<file path="config.mk">
export PLATFORM = sky130hd
export DESIGN_NAME = scan_decoder
export DESIGN_NICKNAME = d
export VERILOG_FILES = /design/src/rtl/scan_decoder_pkg.sv /design/src/rtl/onehot_dec.sv /design/src/rtl/scan_decoder.sv
export SDC_FILE = /design/constraint.sdc
export NUM_CORES = 1
export LEC_CHECK = 0
export CAP_MARGIN = 0
export CORE_AREA = 5 5 42 44
export CTS_BUF_LIST = sky130_fd_sc_hd__clkbuf_8
export CTS_CLUSTER_SIZE = 28
export DETAILED_ROUTE_END_ITERATION = 10
export DIE_AREA = 0 0 47 49
export GPL_TIMING_DRIVEN = 0
export PLACE_DENSITY = 0.74
export SLEW_MARGIN = 20
export SYNTH_ARGS = -nofsm -noshare
export SYNTH_HDL_FRONTEND = slang
export SYNTH_SLANG_ARGS = --single-unit
</file>
<file path="constraint.sdc">
create_clock -name clk -period 3.5 [get_ports clk]
set_input_delay 1.05 -clock clk [delete_from_list [all_inputs] [get_ports clk]]
set_output_delay 1.05 -clock clk [all_outputs]
set_load 0.005 [all_outputs]
</file>
<file path="src/rtl/scan_decoder_pkg.sv">
// Shared types and constants for the scan_decoder block.
//   state_t     : sequencer state, IDLE or SCAN
//   MODE_DIRECT : mode value that decodes the external select
//   MODE_SCAN   : mode value that arms the auto-scan sequencer
package scan_decoder_pkg;

  typedef enum logic {
    IDLE = 1'b0,
    SCAN = 1'b1
  } state_t;

  localparam logic MODE_DIRECT = 1'b0;
  localparam logic MODE_SCAN   = 1'b1;

endpackage

</file>
<file path="src/rtl/onehot_dec.sv">
// Combinational SEL_W-to-2^SEL_W one-hot decoder with enable.
//   sel    in  SEL_W  index to decode
//   en     in  1      low forces the whole output to zero
//   onehot out OUT_W  onehot[i] = en & (sel == i)
module onehot_dec #(
  parameter  int SEL_W = 2,
  localparam int OUT_W = 2 ** SEL_W
) (
  input  logic [SEL_W-1:0] sel,
  input  logic             en,
  output logic [OUT_W-1:0] onehot
);

  for (genvar gi = 0; gi < OUT_W; gi++) begin : g_bit
    assign onehot[gi] = en && (sel == SEL_W'(gi));
  end

endmodule

</file>
<file path="src/rtl/scan_decoder.sv">
// Registered one-hot select decoder with an auto-scan sequencer. Drives the
// per-tap / per-register select and write-enable lines of the filter datapath.
//   clk   in  1      rising-edge clock
//   rst_n in  1      asynchronous active-low reset
//   en    in  1      global enable; low zeroes out and pauses a scan
//   mode  in  1      MODE_DIRECT / MODE_SCAN, sampled only in IDLE
//   sel   in  SEL_W  index decoded in direct mode
//   start in  1      single-cycle scan request (IDLE only)
//   last  in  SEL_W  final scan index, latched at start
//   cont  in  1      wrap to index 0 instead of finishing
//   out   out OUT_W  registered one-hot or all-zero select
//   idx   out SEL_W  scan index most recently presented on out
//   busy  out 1      high while scanning
//   done  out 1      one-cycle pulse when a scan finishes
module scan_decoder
  import scan_decoder_pkg::*;
#(
  parameter  int SEL_W = 2,
  localparam int OUT_W = 2 ** SEL_W
) (
  input  logic             clk,
  input  logic             rst_n,
  input  logic             en,
  input  logic             mode,
  input  logic [SEL_W-1:0] sel,
  input  logic             start,
  input  logic [SEL_W-1:0] last,
  input  logic             cont,
  output logic [OUT_W-1:0] out,
  output logic [SEL_W-1:0] idx,
  output logic             busy,
  output logic             done
);

  state_t             state_reg, state_next;
  logic [SEL_W-1:0]   last_reg, last_next;
  logic [SEL_W-1:0]   idx_next;
  logic               busy_next, done_next;
  logic               dec_en;
  logic [SEL_W-1:0]   dec_sel;
  logic [OUT_W-1:0]   dec_out;

  // The decoder always sees the value out will take on the next edge, so
  // out can never be multi-hot, not even on a mode or state change.
  assign dec_sel = (state_next == SCAN) ? idx_next : sel;

  onehot_dec #(.SEL_W(SEL_W)) u_dec (
    .sel    (dec_sel),
    .en     (dec_en),
    .onehot (dec_out)
  );

  always_comb begin
    state_next = state_reg;
    idx_next   = idx;
    last_next  = last_reg;
    busy_next  = busy;
    done_next  = 1'b0;
    dec_en     = 1'b0;
    case (state_reg)
      IDLE: begin
        if (mode == MODE_DIRECT) begin
          dec_en = en;
        end else if (start && en) begin
          idx_next   = '0;
          last_next  = last;
          busy_next  = 1'b1;
          state_next = SCAN;
          dec_en     = 1'b1;
        end
      end
      SCAN: begin
        // With en low idx holds and out goes to zero; the next enabled edge
        // presents the following index, so no index is skipped or repeated.
        if (en) begin
          if (idx != last_reg) begin
            idx_next = idx + SEL_W'(1);
            dec_en   = 1'b1;
          end else if (cont) begin
            idx_next = '0;
            dec_en   = 1'b1;
          end else begin
            busy_next  = 1'b0;
            done_next  = 1'b1;
            state_next = IDLE;
          end
        end
      end
      default: begin
        state_next = IDLE;
      end
    endcase
  end

  always_ff @(posedge clk or negedge rst_n) begin
    if (!rst_n) begin
      state_reg <= IDLE;
      last_reg  <= '0;
      idx       <= '0;
      out       <= '0;
      busy      <= 1'b0;
      done      <= 1'b0;
    end else begin
      state_reg <= state_next;
      last_reg  <= last_next;
      idx       <= idx_next;
      out       <= dec_out;
      busy      <= busy_next;
      done      <= done_next;
    end
  end

endmodule
</file>
==> results of run 1 <==
[worst register-to-register path, stage by stage, from the launching register on]
cell     delay, ns
dfrtp_1       0.44
xnor2_1       0.19
nor2b_4       0.15
a311o_1       0.36
o32ai_1       0.28
[metal layers]
layer / vias up / wire [um] / track usage, %
met3: 4 / 74 / 3.321
met4: 0 / 42 / 9.677
met2: 13 / 640 / 19.91
li1: 239 / - / -
met1: 223 / 510 / 14.29
met5: - / 0 / 0
[cells in the final DEF (no fill, tap or decap)]
cell type / n
dfrtp_1: 11
nand4b_1: 2
clkbuf_8: 3
nor3_1: 1
inv_1: 5
mux2_2: 2
nor2b_4: 1
xnor2_1: 2
and4_2: 1
and3b_2: 1
o32ai_1: 4
a311o_1: 1
nand2_1: 6
a31oi_1: 1
nor2_1: 2
and2_1: 1
a211o_1: 1
a21oi_1: 3
clkdlybuf4s50_1: 16
o21a_1: 1
o21ai_0: 4
nand2b_1: 2
a211oi_1: 1
clkbuf_1: 1
a22o_1: 1
[how the worst max path moves through the flow]
stage	end	slack, ns
3_5_place_dp	out[2]	0.79
3_3_place_gp	out[2]	0.85
4_1_cts	out[2]	1.04
6_report	out[2]	1.05
5_1_grt	out[2]	1.0
2_1_floorplan	out[2]	1.48
[power by group through the flow]
| stage | Sequential (mW) | Clock, mW | Combinational, mW |
|---|---|---|---|
| after floorplan | 0.226 | 0 | 0.157 |
| after global placement | 0.230 | 0 | 0.259 |
| after detailed placement | 0.234 | 0 | 0.265 |
| after CTS | 0.233 | 0.130 | 0.267 |
| after global routing | 0.243 | 0.139 | 0.294 |
| final | 0.233 | 0.124 | 0.263 |
[cell families (layout without fill, tap and decap cells)]
group | count (synthesis) | in the layout | share of synthesized area (%)
xor gates and xnor gates | 2 | 2 | 3.140
DFF | 11 | 11 | 49.33
AOI/OAI and AO/OA | 17 | 17 | 21.30
buffers and inverters | 5 | 25 | 3.362
muxes | 2 | 2 | 4.036
and+or+nand+nor | 17 | 17 | 18.83
[stage by stage]
| stage | cells | hold WS, ns | setup WS [ns] |
|---|---|---|---|
| 2_1_floorplan | 54 | 0.5287 | 1.483 |
| 3_3_place_gp | 86 | 0.5288 | 0.8474 |
| 3_5_place_dp | 86 | 0.5447 | 0.7889 |
| 4_1_cts | 90 | 0.5519 | 1.041 |
| 5_1_grt | 90 | 0.6054 | 0.9991 |
| 6_report | 90 | 0.5473 | 1.047 |
[area by class of cell]
type	count	area (um^2)
multi-input combinational	38	264.0
timing repair buffer	16	160.2
clock buffer	3	41.29
fill	147	618.1
tap	16	20.02
inverter	4	15.01
clock inverter	1	3.754
buffer	1	3.754
sequential	11	275.3
==> metrics.cfg, run 1 <==
[status]
status=complete, no violations

[critical_path]
cp.depth=5
cp-startpoint=cont
r2r-end=out[2]
end_kind=register
cp_cell_sequence=clkdlybuf4s50_1 -> nand2b_1 -> a22o_1 -> a211o_1 -> o32ai_1
critPathMaxStageDelay_ns=0.49
crit_type=input pin to register
worstPathArrival_ns=2.58
crit_slowest_cell=clkdlybuf4s50_1
crit_path_max_fanout=4
r2r_start=idx[1]
critPathRequiredTime_ns=3.62
critical_path.top_delay_family=compound AO/OA/AOI/OAI gates
start_kind=input pin
critPathBufInv=1
worstRegToRegCells=4
r2r_slack_ns=1.97

[timing]
finalHoldViolations=0
setup_viol=0
tightest_slew_ns=0.4861
fmax_ghz=0.4077
fin_tns_setup_ns=0
finalCritPeriodShare_pct=70.09
finClkSkew_ns=0.0008440
min_period_ns=2.453
slew_violations=0
maxSlewHeadroom_pct=67.49
rsz0062_at_grt=false

[cells_and_area]
largest_reg_flops=4
drive_above_1_share_pct=10.81
final_cell_area_um2=783.3
diodes=0
area_growth_syn_to_layout_pct=40.36
post-route-util_pct=55.89
layout.nets=85

[cts]
post_cts_buffers=0
hold_buffers=0
clock_sinks=11
cts_htree_levels=1
cts.repair.resized=0
clockBufferDepth=2
cts_root_buf=clkbuf_8
cts_buffers=3
clk_pin_slew_worst_paths_ns=0.05
cts_tree=yes
clk_latency_ns=0.24

[route]
remaining_drc_errors=0
firstDrtPassIters=2
totalWireLength_mm=1.268
viasPerCell=5.322
vias=479
drt_iter0_markers=10
ant_nets=0
wire_per_inst_um=14.09

[logic_synthesis]
synth-seq-cells=11
ys_types=23
syn_area_per_cell_um2=10.33
synth_top_area_share_pct=49.33
yosys-top-cells-area=dfrtp_1, o32ai_1, mux2_2
ys.flop_type=dfrtp_1
synth.most_common_cell=dfrtp_1
netlist_instances=54
synth_edf_count=0
yosys.area.top_type=dfrtp_1
synth_nets=64
syn_area_um2=558.0
yosys-top-cells-count=dfrtp_1, nand2_1, inv_1, o21ai_0, o32ai_1
yosys_warnings=0
async_flop_share_pct=100.0
ys_seq_area_share_pct=49.33

[min_path]
hp-start=busy
hp-class=register to register
holdPathEnd=busy
min_path_cells=2

[floorplan]
die_height_um=49
ios=18
start_util_pct=39.82
core_area_mm2=0.001401
fp.dieW_um=47
rows=14
dieArea_mm2=0.002303

[power]
seq_power_share_pct=37.6
power_frac_comb_pct=42.4
power.internal_uw=408.3
ir_drop_v=0.0003787
p_per_area_mw_per_mm2=792.4
switching_share_pct=34.21
power.total_uw=620.6
leakagePower_nw=0.3346
power_switching_uw=212.3
pwr-share-clk_pct=20.0

[global_route]
antenna_found_initial=0
grt_util_all_layers_pct=12.87
grt_max_degree=12
overflow=0
grt_pass1_wl_mm=2.035
grt_pass1_vias=459

[placed_design]
hpwl_um=979.4
gp_congestion=0.7459
io_buffers=16
dpl_cell_area_um2=738.2

[flow_run]
cap_viol_max_count=0

Note: power is estimated with default switching activity, not from simulation.
==> run 2, diff against run 1 <==
==> constraint.sdc (replaced) <==
create_clock -name clk -period 2.5 [get_ports clk]
set_input_delay 0.75 -clock clk [delete_from_list [all_inputs] [get_ports clk]]
set_output_delay 0.75 -clock clk [all_outputs]
set_load 0.005 [all_outputs]
==> results of run 2 <==
Same layout as run 1 (identical final DEF). Status: complete, no violations.
Main changes from that run: setup slack after placement 0.7889 ns -> 0.08892 ns; setup slack after layout 1.047 ns -> 0.3470 ns; register-to-register setup slack 1.97 ns -> 0.97 ns; total power 0.6206 mW -> 0.8689 mW; worst IR drop on VDD 0.0003787 V -> 0.0005302 V
